## config.mk

```make
export PLATFORM = sky130hd
export DESIGN_NAME = uart_crc_transmitter
export DESIGN_NICKNAME = d
export VERILOG_FILES = /design/src/rtl/uart_crc_transmitter.sv
export SDC_FILE = /design/constraint.sdc
export NUM_CORES = 1
export LEC_CHECK = 0
export BUFFER_PORTS_ARGS = -buffer_cell sky130_fd_sc_hd__buf_2
export CAP_MARGIN = 10
export CORE_ASPECT_RATIO = 1.25
export CORE_UTILIZATION = 61
export DETAILED_ROUTE_END_ITERATION = 8
export GPL_ROUTABILITY_DRIVEN = 0
export PLACE_DENSITY_LB_ADDON = 0.3
export SLEW_MARGIN = 20
export SYNTH_ARGS = -nofsm -noshare
export SYNTH_HDL_FRONTEND = slang
export SYNTH_SLANG_ARGS = --single-unit
export TNS_END_PERCENT = 10
```

## constraint.sdc

```tcl
create_clock -name clk -period 7.5 [get_ports clk]
set_clock_uncertainty 0.15 [all_clocks]
set_input_delay 0.75 -clock clk [delete_from_list [all_inputs] [get_ports clk]]
set_output_delay 0.75 -clock clk [all_outputs]
set_load 0.1 [all_outputs]
```

## src/rtl/uart_crc_transmitter.sv

```systemverilog
// UART CRC link transmitter: computes the CRC-16/CCITT-FALSE of one byte serially,
// then sends a 26-bit frame (start, {data,crc} LSB first, stop) on a registered line.
module uart_crc_transmitter #(
    parameter int CLK_FREQ  = 50000000,
    parameter int BAUD_RATE = 9600
) (
    input  logic        clk,
    input  logic        reset_n,
    input  logic        tx_start,
    input  logic [7:0]  data_in,
    output logic        tx_out,
    output logic        tx_busy,
    output logic        tx_done,
    output logic [15:0] crc_out
);

    localparam int          CLKS_PER_BIT = CLK_FREQ / BAUD_RATE;
    localparam logic [12:0] LAST_CNT     = 13'(CLKS_PER_BIT - 1);
    localparam logic [12:0] CALC_LOAD    = 13'd8;
    localparam logic [4:0]  LAST_BIT     = 5'd23;
    localparam logic [15:0] CRC_POLY     = 16'h1021;
    localparam logic [15:0] CRC_INIT     = 16'hFFFF;

    typedef enum logic [2:0] {
        IDLE,
        CALC,
        START,
        PAYLOAD,
        STOP
    } state_t;

    state_t      r_state;
    logic [12:0] r_baudCnt;
    logic [4:0]  r_bitIdx;
    logic [7:0]  r_data;
    logic [15:0] r_crc;
    logic [15:0] r_crcOut;
    logic [23:0] r_shreg;
    logic        r_txOut;
    logic        r_txBusy;
    logic        r_txDone;

    state_t      w_state;
    logic [12:0] w_baudCnt;
    logic [4:0]  w_bitIdx;
    logic [7:0]  w_data;
    logic [15:0] w_crc;
    logic [15:0] w_crcOut;
    logic [23:0] w_shreg;
    logic        w_txOut;
    logic        w_txBusy;
    logic        w_txDone;

    logic        w_bitEnd;
    logic        w_dataBit;
    logic        w_feedback;
    logic [15:0] w_crcStep;

    // In CALC the baud counter doubles as the CRC bit counter: bits 7..0 on counts 0..7.
    assign w_bitEnd   = (r_baudCnt == LAST_CNT);
    assign w_dataBit  = r_data[3'd7 - r_baudCnt[2:0]];
    assign w_feedback = r_crc[15] ^ w_dataBit;
    assign w_crcStep  = {r_crc[14:0], 1'b0} ^ (w_feedback ? CRC_POLY : 16'h0000);

    always_ff @(posedge clk or negedge reset_n) begin
        if (!reset_n) begin
            r_state   <= IDLE;
            r_baudCnt <= '0;
            r_bitIdx  <= '0;
            r_data    <= '0;
            r_crc     <= '0;
            r_crcOut  <= '0;
            r_shreg   <= '0;
            r_txOut   <= 1'b1;
            r_txBusy  <= 1'b0;
            r_txDone  <= 1'b0;
        end else begin
            r_state   <= w_state;
            r_baudCnt <= w_baudCnt;
            r_bitIdx  <= w_bitIdx;
            r_data    <= w_data;
            r_crc     <= w_crc;
            r_crcOut  <= w_crcOut;
            r_shreg   <= w_shreg;
            r_txOut   <= w_txOut;
            r_txBusy  <= w_txBusy;
            r_txDone  <= w_txDone;
        end
    end

    always_comb begin
        w_state   = r_state;
        w_baudCnt = r_baudCnt;
        w_bitIdx  = r_bitIdx;
        w_data    = r_data;
        w_crc     = r_crc;
        w_crcOut  = r_crcOut;
        w_shreg   = r_shreg;
        w_txOut   = r_txOut;
        w_txBusy  = r_txBusy;
        w_txDone  = 1'b0;

        case (r_state)
            IDLE: begin
                w_txOut = 1'b1;
                if (tx_start) begin
                    w_data    = data_in;
                    w_crc     = CRC_INIT;
                    w_baudCnt = '0;
                    w_txBusy  = 1'b1;
                    w_state   = CALC;
                end
            end

            CALC: begin
                if (r_baudCnt == CALC_LOAD) begin
                    w_crcOut  = r_crc;
                    w_shreg   = {r_data, r_crc};
                    w_baudCnt = '0;
                    w_txOut   = 1'b0;
                    w_state   = START;
                end else begin
                    w_crc     = w_crcStep;
                    w_baudCnt = r_baudCnt + 13'd1;
                end
            end

            START: begin
                if (w_bitEnd) begin
                    w_baudCnt = '0;
                    w_bitIdx  = '0;
                    w_txOut   = r_shreg[0];
                    w_state   = PAYLOAD;
                end else begin
                    w_baudCnt = r_baudCnt + 13'd1;
                end
            end

            // The line register is loaded with the next bit on the same edge the shreg moves.
            PAYLOAD: begin
                if (w_bitEnd) begin
                    w_baudCnt = '0;
                    if (r_bitIdx == LAST_BIT) begin
                        w_txOut = 1'b1;
                        w_state = STOP;
                    end else begin
                        w_shreg  = {1'b0, r_shreg[23:1]};
                        w_txOut  = r_shreg[1];
                        w_bitIdx = r_bitIdx + 5'd1;
                    end
                end else begin
                    w_baudCnt = r_baudCnt + 13'd1;
                end
            end

            STOP: begin
                if (w_bitEnd) begin
                    w_baudCnt = '0;
                    w_txBusy  = 1'b0;
                    w_txDone  = 1'b1;
                    w_state   = IDLE;
                end else begin
                    w_baudCnt = r_baudCnt + 13'd1;
                end
            end

            default: begin
                w_state   = IDLE;
                w_baudCnt = '0;
                w_txOut   = 1'b1;
                w_txBusy  = 1'b0;
            end
        endcase
    end

    assign tx_out  = r_txOut;
    assign tx_busy = r_txBusy;
    assign tx_done = r_txDone;
    assign crc_out = r_crcOut;

endmodule

```

==> impl_metrics.tcl <==
set metrics [dict create \
    yosysUniqueCellTypes 49 \
    chipHeight_um 96.2 \
    hold_buffers 0 \
    ys_ff_latch 88 \
    crit_arrival_ns 3.92 \
    synth_fp_nets 369 \
    avgSynthCellArea_um2 12.2 \
    die_w_um 77.3 \
    drc 0 \
    wl_um 7530 \
    drive_above_1_share 0.350 \
    fin_tns_setup_ns 0 \
    start_util 0.647 \
    synth_seq_area_share 0.509 \
    irDropWorstVdd_v 0.000382 \
    setup_viol 0 \
    synth_cells 355 \
    path_clk_slew_ns 0.08 \
    p_leak_nw 2.07 \
    htreeDepth 3 \
    port_buffers 29 \
    viasPerCell 5.77 \
    synth-edff-count 0 \
    diodes 0 \
    hold_viol 0 \
    rsz0062_at_grt "false" \
    critPathBufInv 1 \
    start_kind "flip-flop" \
    fmax_ghz 0.262 \
    synth-async-reset-ratio 1.00 \
    mostFrequentLayoutCells "87 x dfrtp_1, 51 x mux2_2, 46 x nor2_1" \
    whs_ns 0.264 \
    holdCritPathClass "in -> async" \
    worst-path-stages 7 \
    rows 33 \
    maxSlewHeadroom 0.269 \
    core_um2 6690 \
    yosys_warnings 0 \
    area_growth_pct 7.52 \
    netlist_area_um2 4330 \
    slowest_delay_ns 0.88 \
    cts_root_buffer "clkbuf_8" \
    period_minus_slack_ns 3.82 \
    rr_startpoint "r_baudCnt[0]" \
    clk_latency_ns 0.36 \
    r2r_cells 7 \
    grt_pass1_wl_um 12800 \
    crit_chain "inv_1 -> ha_1 -> or4b_4 -> nor4_4 -> nand2b_1 -> o21a_2 -> mux2_2" \
    powerDensity_nw_per_um2 456 \
    cap_violations 0 \
    placed_area_um2 4490 \
    numCtsBuffers 9 \
    synth_top_flop_cell "dfrtp_1" \
    ctsResizeCount 0 \
    antenna_found_initial 0 \
    nNetsFinal 392 \
    dp_hpwl_um 4910 \
    slew_violations 0 \
    reg2reg_slack_ns 3.68 \
    endpoint_kind "flip-flop" \
    period_share 0.509 \
    grt_pass1_vias 2628 \
    detail_route.wl_per_cell_um 16.0 \
    ios 30 \
    vias 2713 \
    cts_setup_buffers 0 \
    cts.sinks 88 \
    criticalPathCategory "reg -> reg" \
    nFillCells 527 \
    design_area_um2 4650 \
    grt_overflow 0 \
    design.die.area_um2 7440 \
    ctsLongestPathBuffers 2 \
    worst_slew_pin_slew_ns 1.10 \
    post-route-util 0.696 \
    path_max_fanout 31 \
    cts_tree "done" \
    grt_use_total 0.226 \
    cp.required_ns 7.60 \
    status "finished clean" \
    reg2reg_to "r_shreg[6]" \
    ant_nets 0 \
    crit_family "simple AND/OR/NAND/NOR gates" \
    worst_path_max_delay_cell "nand2b_1" \
    final_common_cell "dfrtp_1" \
    initialDrtViolationCount 165 \
    grt_max_degree 89 \
    first_pass_iters 5 \
]
power by group:
group	internal (mW)	switching, mW	leakage (nW)	total [mW]
clock	0.119	0.167	0.0858	0.285
sequential	0.649	0.149	1.05	0.797
combinational	0.440	0.597	0.931	1.04
total	1.21	0.913	2.07	2.12
synthesized netlist by cell type, types with 4 or more instances:
library cell	number	share of area
xnor2_1	6	0.012
mux2i_1	5	0.012
xor2_1	5	0.010
mux2_2	51	0.13
nand3_1	4	0.0046
o31ai_1	4	0.0069
o21ai_0	8	0.0093
nor2_1	46	0.040
and3_1	5	0.0072
clkbuf_1	11	0.0095
a21oi_1	19	0.022
a22o_1	4	0.0081
mux2_4	20	0.069
inv_1	4	0.0035
nand4_1	5	0.0072
a21o_1	4	0.0069
nand2_1	16	0.014
nor3b_1	5	0.0087
dfrtp_1	87	0.50
registers in the layout, summed over array words and instances, names as in the netlist:
name / cells
tx_busy: 1
r_bitIdx: 5
r_data: 8
tx_done: 1
r_state: 3
r_shreg: 24
r_baudCnt: 13
r_crc: 16
crc_out: 16
tx_out: 1
how the worst max path moves through the flow:
stage	startpoint	to
3_3_place_gp	r_baudCnt[1]	r_shreg[5]
3_5_place_dp	r_baudCnt[0]	r_shreg[4]
2_1_floorplan	r_baudCnt[7]	r_shreg[10]
6_report	r_baudCnt[0]	r_shreg[6]
5_1_grt	r_baudCnt[1]	r_shreg[3]
4_1_cts	r_baudCnt[1]	r_shreg[4]
area by class of cell:
type	instances	area (um^2)	share of cell area
Clock buffer	10	128	0.0274
Inverter	4	15.0	0.00323
Sequential cell	88	2200	0.474
Multi-Input combinational cell	244	2000	0.429
Tap cell	87	109	0.0234
Clock inverter	6	36.3	0.00780
Timing Repair Buffer	31	166	0.0358
per-layer routing:
| layer | vias up | routed length [um] | track usage |
|---|---|---|---|
| li1 | 1311 | - | - |
| met2 | 38 | 3620 | 0.350 |
| met4 | 0 | 120 | 0.110 |
| met5 | - | 0 | 0 |
| met1 | 1354 | 3580 | 0.304 |
| met3 | 10 | 201 | 0.0512 |
cell families (layout without fill, tap and decap cells):
family          Yosys count  in the layout  synth area share
flops                    88             88             0.509
mux                      78             78             0.224
compound gates           45             45            0.0656
fa+ha+maj                 3              3           0.00867
buf+inv                  23             51            0.0318
xor+xnor                 11             11            0.0223
simple gates            107            107             0.138
worst reg2reg max path: cells and delay by family, from the launching register on:
| family | cells | cell delay (ns) |
|---|---|---|
| adders and majority gates | 1 | 0.15 |
| DFF | 1 | 0.40 |
| muxes | 1 | 0.42 |
| and+or+nand+nor | 3 | 1.65 |
| buffers and inverters | 1 | 0.13 |
| AOI/OAI and AO/OA | 1 | 0.80 |
through the flow:
step	total power, mW	instances	setup slack, ns
after floorplan	1.70	355	4.95
after global placement	1.81	454	3.75
after detailed placement	1.85	454	3.65
after CTS	2.13	470	3.65
after global routing	2.24	470	3.45
final	2.12	470	3.68
No activity file was read; power rests on OpenSTA's default activity.
